`config.mk`:
```
export PLATFORM = sky130hd
export DESIGN_NAME = ac_sequencer
export DESIGN_NICKNAME = d
export VERILOG_FILES = /design/src/rtl/acseq_pkg.sv /design/src/rtl/acseq_alu.sv /design/src/rtl/ac_sequencer.sv
export SDC_FILE = /design/constraint.sdc
export NUM_CORES = 1
export LEC_CHECK = 0
export CAP_MARGIN = 15
export CORE_MARGIN = 2
export CORE_UTILIZATION = 60
export CTS_CLUSTER_SIZE = 16
export DETAILED_ROUTE_END_ITERATION = 10
export HOLD_SLACK_MARGIN = 0.02
export PLACE_DENSITY = 0.83
export SLEW_MARGIN = 25
export SYNTH_ARGS = -nofsm -noshare
export SYNTH_HDL_FRONTEND = slang
export SYNTH_SLANG_ARGS = --single-unit
```
`constraint.sdc`:
```
create_clock -name clk -period 4.4 [get_ports clk]
set_input_delay 0.66 -clock clk [delete_from_list [all_inputs] [get_ports clk]]
set_output_delay 0.66 -clock clk [all_outputs]
set_load 0.05 [all_outputs]
```
`src/rtl/acseq_pkg.sv`:
```
// -----------------------------------------------------------------------------
// acseq_pkg
// Shared types and constants for the ac_sequencer block.
//   op_e    : operation code captured with start (3 bits)
//   state_e : sequencer FSM states, also exported on the debug state output
//   ACSEQ_W / ACSEQ_MAX / ACSEQ_MIN : default datapath width and its signed
//             limits (modules derive their own limits from WIDTH)
// -----------------------------------------------------------------------------
package acseq_pkg;

   localparam int ACSEQ_W = 8;
   localparam logic [ACSEQ_W-1:0] ACSEQ_MAX = {1'b0, {(ACSEQ_W-1){1'b1}}};
   localparam logic [ACSEQ_W-1:0] ACSEQ_MIN = {1'b1, {(ACSEQ_W-1){1'b0}}};

   typedef enum logic [2:0] {
      OP_LOAD = 3'd0,
      OP_ADD  = 3'd1,
      OP_SUB  = 3'd2,
      OP_AND  = 3'd3,
      OP_OR   = 3'd4,
      OP_XOR  = 3'd5,
      OP_NEG  = 3'd6,
      OP_MUL  = 3'd7
   } op_e;

   typedef enum logic [2:0] {
      S_IDLE  = 3'd0,
      S_EXEC  = 3'd1,
      S_MUL   = 3'd2,
      S_WRITE = 3'd3,
      S_DONE  = 3'd4
   } state_e;

endpackage

```
`src/rtl/acseq_alu.sv`:
```
// -----------------------------------------------------------------------------
// acseq_alu
// Combinational result/overflow stage. Computes the single-step ops directly
// from A and B; for MUL it takes the finished 2*WIDTH signed product and only
// performs the range check and narrowing.
// Ports:
//   i_op   : operation
//   i_a    : signed A (captured AC value)
//   i_b    : signed B (captured operand)
//   i_prod : full signed product, used only for OP_MUL
//   o_res  : WIDTH-bit result (wrapped or clamped)
//   o_v    : signed overflow of the true result
// Build option: AC_SATURATE_EN defined -> overflowing ADD/SUB/NEG/MUL clamp to
// MAX/MIN by the sign of the true result; undefined -> results wrap.
// -----------------------------------------------------------------------------
module acseq_alu
   import acseq_pkg::*;
#(
   parameter int WIDTH = 8
) (
   input  op_e              i_op,
   input  logic [WIDTH-1:0] i_a,
   input  logic [WIDTH-1:0] i_b,
   input  logic [2*WIDTH-1:0] i_prod,
   output logic [WIDTH-1:0] o_res,
   output logic             o_v
);

`ifdef AC_SATURATE_EN
   localparam bit SAT_EN = 1'b1;
`else
   localparam bit SAT_EN = 1'b0;
`endif

   localparam logic [WIDTH-1:0] MAX_V = {1'b0, {(WIDTH-1){1'b1}}};
   localparam logic [WIDTH-1:0] MIN_V = {1'b1, {(WIDTH-1){1'b0}}};

   // One extra bit of headroom: the top bit is the true sign, and a
   // disagreement between the top two bits means the result left the range.
   logic [WIDTH:0]   w_a_x;
   logic [WIDTH:0]   w_b_x;
   logic [WIDTH:0]   w_sum;
   logic [WIDTH:0]   w_diff;
   logic [WIDTH:0]   w_neg;
   logic [WIDTH-1:0] w_wrap;
   logic             w_ovf;
   logic             w_sign;
   logic [WIDTH:0]   w_prod_hi;

   always_comb begin
      w_a_x     = {i_a[WIDTH-1], i_a};
      w_b_x     = {i_b[WIDTH-1], i_b};
      w_sum     = w_a_x + w_b_x;
      w_diff    = w_a_x - w_b_x;
      w_neg     = '0 - w_a_x;
      w_prod_hi = i_prod[2*WIDTH-1:WIDTH-1];
      w_wrap    = '0;
      w_ovf     = 1'b0;
      w_sign    = 1'b0;
      case (i_op)
         OP_LOAD: w_wrap = i_b;
         OP_ADD: begin
            w_wrap = w_sum[WIDTH-1:0];
            w_ovf  = w_sum[WIDTH] ^ w_sum[WIDTH-1];
            w_sign = w_sum[WIDTH];
         end
         OP_SUB: begin
            w_wrap = w_diff[WIDTH-1:0];
            w_ovf  = w_diff[WIDTH] ^ w_diff[WIDTH-1];
            w_sign = w_diff[WIDTH];
         end
         OP_AND: w_wrap = i_a & i_b;
         OP_OR:  w_wrap = i_a | i_b;
         OP_XOR: w_wrap = i_a ^ i_b;
         OP_NEG: begin
            w_wrap = w_neg[WIDTH-1:0];
            w_ovf  = w_neg[WIDTH] ^ w_neg[WIDTH-1];
            w_sign = w_neg[WIDTH];
         end
         OP_MUL: begin
            // The product fits iff its upper half plus the result MSB are a
            // pure sign extension.
            w_wrap = i_prod[WIDTH-1:0];
            w_ovf  = !((&w_prod_hi) || (~|w_prod_hi));
            w_sign = i_prod[2*WIDTH-1];
         end
         default: w_wrap = '0;
      endcase
      o_v   = w_ovf;
      o_res = (SAT_EN && w_ovf) ? (w_sign ? MIN_V : MAX_V) : w_wrap;
   end

endmodule

```
`src/rtl/ac_sequencer.sv`:
```
// -----------------------------------------------------------------------------
// ac_sequencer
// Control/ALU stage in front of the ac accumulator. Captures one operation per
// accepted start, computes op(A, B) (MUL by an iterative signed shift-add, one
// multiplier bit per cycle) and writes the result back through a one-cycle
// LOAD_AC strobe.
// Ports:
//   clk, reset         : clock, synchronous active-high reset
//   start, op, operand : request, op code and signed B (captured together)
//   AC_in              : current ac value, signed A (captured with start)
//   Z                  : registered result for ac.Z, stable through WRITE
//   LOAD_AC            : high for exactly the WRITE cycle
//   busy, done         : busy outside IDLE; done pulses one cycle after WRITE
//   flag_n/z/v         : result MSB, result zero, signed overflow
//   o_dbg_state        : current FSM state
// Build option: AC_SATURATE_EN (see acseq_alu) selects clamping over wrapping.
//
// Handshake: start is sampled only while busy is low (IDLE); a sampled start
// is the accept and captures op/operand/AC_in. While busy is high start is
// ignored and never queued. done marks the cycle in which AC_in already holds
// the new value; the next start can be accepted in the following IDLE cycle.
// -----------------------------------------------------------------------------
module ac_sequencer
   import acseq_pkg::*;
#(
   parameter int WIDTH = 8
) (
   input  logic             clk,
   input  logic             reset,
   input  logic             start,
   input  op_e              op,
   input  logic [WIDTH-1:0] operand,
   input  logic [WIDTH-1:0] AC_in,
   output logic [WIDTH-1:0] Z,
   output logic             LOAD_AC,
   output logic             busy,
   output logic             done,
   output logic             flag_n,
   output logic             flag_z,
   output logic             flag_v,
   output state_e           o_dbg_state
);

   localparam int CW = (WIDTH > 1) ? $clog2(WIDTH) : 1;
   localparam logic [CW-1:0] LAST_CNT = CW'(WIDTH - 1);

   state_e             r_state;
   state_e             w_state_nxt;
   op_e                r_op;
   logic [WIDTH-1:0]   r_a;
   logic [WIDTH-1:0]   r_b;
   logic [2*WIDTH-1:0] r_prod;
   logic [2*WIDTH-1:0] r_mcand;
   logic [WIDTH-1:0]   r_mplier;
   logic [CW-1:0]      r_cnt;
   logic [WIDTH-1:0]   r_z;
   logic               r_n;
   logic               r_zf;
   logic               r_v;

   logic               w_capture;
   logic               w_mul_init;
   logic               w_mul_step;
   logic               w_load_z;
   logic               w_last;
   logic [2*WIDTH-1:0] w_addend;
   logic [2*WIDTH-1:0] w_prod_nxt;
   logic [WIDTH-1:0]   w_res;
   logic               w_v;

   // Signed shift-add: multiplier bits below the MSB add the shifted
   // multiplicand; the MSB carries weight -2^(WIDTH-1), so it subtracts.
   always_comb begin
      w_last     = (r_cnt == LAST_CNT);
      w_addend   = r_mplier[0] ? (w_last ? ('0 - r_mcand) : r_mcand) : '0;
      w_prod_nxt = r_prod + w_addend;
   end

   acseq_alu #(.WIDTH(WIDTH)) u_alu (
      .i_op   (r_op),
      .i_a    (r_a),
      .i_b    (r_b),
      .i_prod (w_prod_nxt),
      .o_res  (w_res),
      .o_v    (w_v)
   );

   always_ff @(posedge clk) begin
      if (reset) begin
         r_state <= S_IDLE;
      end else begin
         r_state <= w_state_nxt;
      end
   end

   always_comb begin
      w_state_nxt = r_state;
      LOAD_AC     = 1'b0;
      busy        = 1'b1;
      done        = 1'b0;
      w_capture   = 1'b0;
      w_mul_init  = 1'b0;
      w_mul_step  = 1'b0;
      w_load_z    = 1'b0;
      case (r_state)
         S_IDLE: begin
            busy = 1'b0;
            if (start) begin
               w_capture   = 1'b1;
               w_state_nxt = S_EXEC;
            end
         end
         S_EXEC: begin
            if (r_op == OP_MUL) begin
               w_mul_init  = 1'b1;
               w_state_nxt = S_MUL;
            end else begin
               w_load_z    = 1'b1;
               w_state_nxt = S_WRITE;
            end
         end
         S_MUL: begin
            w_mul_step = 1'b1;
            if (w_last) begin
               w_load_z    = 1'b1;
               w_state_nxt = S_WRITE;
            end
         end
         S_WRITE: begin
            LOAD_AC     = 1'b1;
            w_state_nxt = S_DONE;
         end
         S_DONE: begin
            done        = 1'b1;
            w_state_nxt = S_IDLE;
         end
         default: begin
            busy        = 1'b0;
            w_state_nxt = S_IDLE;
         end
      endcase
   end

   always_ff @(posedge clk) begin
      if (reset) begin
         r_op     <= OP_LOAD;
         r_a      <= '0;
         r_b      <= '0;
         r_prod   <= '0;
         r_mcand  <= '0;
         r_mplier <= '0;
         r_cnt    <= '0;
         r_z      <= '0;
         r_n      <= 1'b0;
         r_zf     <= 1'b0;
         r_v      <= 1'b0;
      end else begin
         if (w_capture) begin
            r_op <= op;
            r_a  <= AC_in;
            r_b  <= operand;
         end
         if (w_mul_init) begin
            r_prod   <= '0;
            r_mcand  <= {{WIDTH{r_a[WIDTH-1]}}, r_a};
            r_mplier <= r_b;
            r_cnt    <= '0;
         end
         if (w_mul_step) begin
            r_prod   <= w_prod_nxt;
            r_mcand  <= r_mcand << 1;
            r_mplier <= r_mplier >> 1;
            r_cnt    <= r_cnt + CW'(1);
         end
         // Flags follow the final (possibly clamped) result.
         if (w_load_z) begin
            r_z  <= w_res;
            r_n  <= w_res[WIDTH-1];
            r_zf <= (w_res == '0);
            r_v  <= w_v;
         end
      end
   end

   assign Z           = r_z;
   assign flag_n      = r_n;
   assign flag_z      = r_zf;
   assign flag_v      = r_v;
   assign o_dbg_state = r_state;

endmodule
```
==> flow_metrics.py <==
metrics = {
    "run_status": {
        "outcome": "finished, final reports clean",
    },
    "worst_hold_path": {
        "hp-class": "flip-flop to flip-flop",
        "worstHoldEndpoint": "r_prod[12]",
        "hold_depth": 2,
        "min-delay-start": "r_prod[12]",
    },
    "clocking": {
        "clk_path_buf_depth": 2,
        "cts_tree": "yes",
        "ctsHoldBuffers": 0,
        "cts_max_level": 3,
        "clk_pin_slew_ns": 0.09,
        "cts-root-buf": "clkbuf_8",
        "cts-buffers-inserted": 9,
        "clock_sinks": 75,
        "clk_latency_ns": 0.35,
    },
    "global_route": {
        "grt_usage": 0.315,
        "grt_start_max_net_pins": 73,
        "grt-ovfl-total": 0,
        "grt_pass1_wl_um": 26300,
        "grt_antenna_before_repair": 0,
        "grt_pass1_vias": 5225,
    },
    "worst_setup_path": {
        "critPathRequiredTime_ns": 4.63,
        "start_kind": "flip-flop",
        "reg2regPathDepth": 18,
        "r2r-start": "r_mcand[1]",
        "cp.arrival_ns": 4.37,
        "critPathMaxFanout": 8,
        "critPathKind": "flip-flop to flip-flop",
        "cp-end-kind": "flip-flop",
        "slowest_delay_ns": 0.42,
        "crit_slowest_cell": "or4_1",
        "r2r_slack_ns": 0.27,
        "worst-path-buf-inv": 2,
        "reg2reg_to": "flag_v",
        "critical_path.cell_chain": "inv_1 -> ha_1 -> nand2b_1 -> or4_1 -> or2_2 -> o41ai_2 -> buf_4 -> xnor2_1 -> and2_1 -> ha_2 -> o21ai_0 -> a21oi_1 -> nor3_1 -> a311oi_1 -> xor2_1 -> or3_1 -> o22ai_1 -> o31ai_1",
        "path_delay_family": "simple AND/OR/NAND/NOR gates",
    },
    "synthesis": {
        "ys.warnings.count": 0,
        "synth_cells": 777,
        "async_flop_share": 0,
        "yosysTopAreaCell": "dfxtp_1",
        "ys_seq_area_frac": 0.260,
        "ys_seq_elements": 75,
        "syn_avg_cell_area_um2": 7.43,
        "synth_nets": 845,
        "synth_flop_cell": "dfxtp_1",
        "ys_types": 70,
        "synth_enable_flop_cells": 0,
        "synth_area_leaders": "dfxtp_1, ha_1, a21oi_1",
        "synth_top_area_share": 0.260,
        "synth_area_um2": 5780,
    },
    "routing": {
        "viasPerCell": 6.27,
        "ant_nets": 0,
        "drc": 0,
        "first_pass_iters": 5,
        "vias": 5732,
        "drt_iter0_markers": 424,
        "post_drt_wl_per_cell_um": 17.4,
        "wl_um": 15900,
    },
    "layout": {
        "diodes": 0,
        "mostFrequentLayoutCells": "nand2_1, nor2_1, a21oi_1, dfxtp_1, ha_1",
        "final_common_cell": "nand2_1",
        "drive_gt1_frac": 0.0650,
        "syn2layout_area_growth_pct": 11.1,
        "stdcell_count": 914,
        "final_nets": 848,
        "utilization": 0.691,
    },
    "power_and_ir_drop": {
        "netSwitchingFraction": 0.400,
        "power_frac_clock": 0.259,
        "p_per_area_nw_per_um2": 346,
        "power_w": 0.00222,
        "seqPwrFrac": 0.381,
        "power.leakage_nw": 2.52,
        "combinationalPowerShare": 0.359,
        "power.switching_w": 0.000886,
        "intPower_w": 0.00133,
        "peakVddDrop_mv": 0.271,
    },
    "timing": {
        "skew_ns": 0.00907,
        "period_share": 0.940,
        "grt_setup_unrepaired": "false",
        "timing.fmax_mhz": 242,
        "worst_pin_slew_ns": 1.00,
        "setup_viol": 0,
        "finalHoldViolCount": 0,
        "finalSetupTns_ns": 0,
        "fin_crit_ns": 4.13,
        "slew_headroom": 0.330,
        "finalMaxSlewViolations": 0,
    },
    "place": {
        "globalplace.congestion": 0.979,
        "numPortBuffers": 38,
        "place_inst": 898,
        "dp_hpwl_um": 11600,
    },
    "die": {
        "initial_core_util": 0.622,
        "fp.dieH_um": 102,
        "core_um2": 9280,
        "die_w_um": 102,
        "row_count": 35,
        "ios": 39,
        "die_area_um2": 10400,
    },
    "run": {
        "drv_cap": 0,
    },
}
[how the worst max path moves through the flow]
stage	startpoint	endpoint	slack, ns	depth (start not counted)
CTS	r_mcand[0]	flag_v	0.18	18
global route	r_mcand[1]	flag_v	0.01	18
finish	r_mcand[1]	flag_v	0.27	18
floorplan	r_mcand[1]	flag_v	0.42	18
detailed placement	r_mcand[1]	flag_v	0.23	18
global placement	r_mcand[0]	flag_v	0.33	18
[Yosys cell counts (15+ instances only)]
cell type and number:
and2_1 15, clkbuf_1 45, ha_1 43, xnor2_1 22, dfxtp_1 75, inv_1 33, a21oi_1 78, a211oi_1 25
o21ai_0 28, nand3_1 19, nor3_1 29, nor2_1 82, nand2_1 85
[area by class of cell]
cell class / instances / area (µm²)
inverters: 33 / 124
multi-input cells: 615 / 3980
repair buffers: 46 / 435
clock buffers: 9 / 124
fillers: 814 / 2870
clock inverters: 7 / 85.1
flip-flops and latches: 75 / 1500
well taps: 129 / 161
[stage by stage]
stage | setup slack [ns] | hold WS [ns] | cell area (µm²)
global route | 0.0113 | 0.496 | 6410
CTS | 0.182 | 0.479 | 6380
finish | 0.265 | 0.480 | 6410
detailed placement | 0.230 | 0.463 | 6170
global placement | 0.330 | 0.457 | 6170
floorplan | 0.418 | 0.452 | 5780
[power groups by stage]
stage	Combinational, W	Clock (W)	Sequential [W]
finish	0.000796	0.000575	0.000846
global route	0.000864	0.000614	0.000857
CTS	0.000777	0.000585	0.000840
detailed placement	0.000769	0	0.000854
global placement	0.000750	0	0.000851
floorplan	0.000566	0	0.000854
[cells by family (layout without fill, tap and decap cells)]
group	Yosys count	in the layout	share of synthesized area
adder cells (fa/ha/maj)	46	46	0.104
buffers and inverters	87	95	0.0583
AND/OR/NAND/NOR	292	292	0.241
flip-flops	75	75	0.260
multiplexers	11	11	0.0214
AO/OA/AOI/OAI	231	231	0.263
XOR/XNOR	35	35	0.0531
[flip-flops by register name (all words and copies together) (netlist names)]
register	cells
r_mcand	16
r_mplier	8
r_op	3
r_prod	16
Z	8
flag_v	1
r_a	8
flag_z	1
r_b	8
o_dbg_state	3
r_cnt	3
[worst reg2reg max path, stage by stage (launching register included)]
cell,delay (ns)
dfxtp_1,0.36
inv_1,0.08
ha_1,0.19
nand2b_1,0.08
or4_1,0.42
or2_2,0.31
o41ai_2,0.21
buf_4,0.17
xnor2_1,0.06
and2_1,0.18
ha_2,0.41
o21ai_0,0.11
a21oi_1,0.25
nor3_1,0.07
a311oi_1,0.33
xor2_1,0.18
or3_1,0.37
o22ai_1,0.14
o31ai_1,0.09
[repair_timing]
item	4_1_cts	5_1_grt
buffers inserted	0	0
endpoints found under the hold margin	0	0
gates resized for setup	0	7
setup endpoints to repair	0	1
[layer usage]
layer  routed length, µm  GRT usage  vias to the layer above
li1                    -          -                     2790
met1                7160      0.453                     2659
met2                7190      0.495                      257
met3                1270     0.0561                       26
met4                 287     0.0738                        0
met5                   0          0                        -
(Power assumes the default switching activity.)
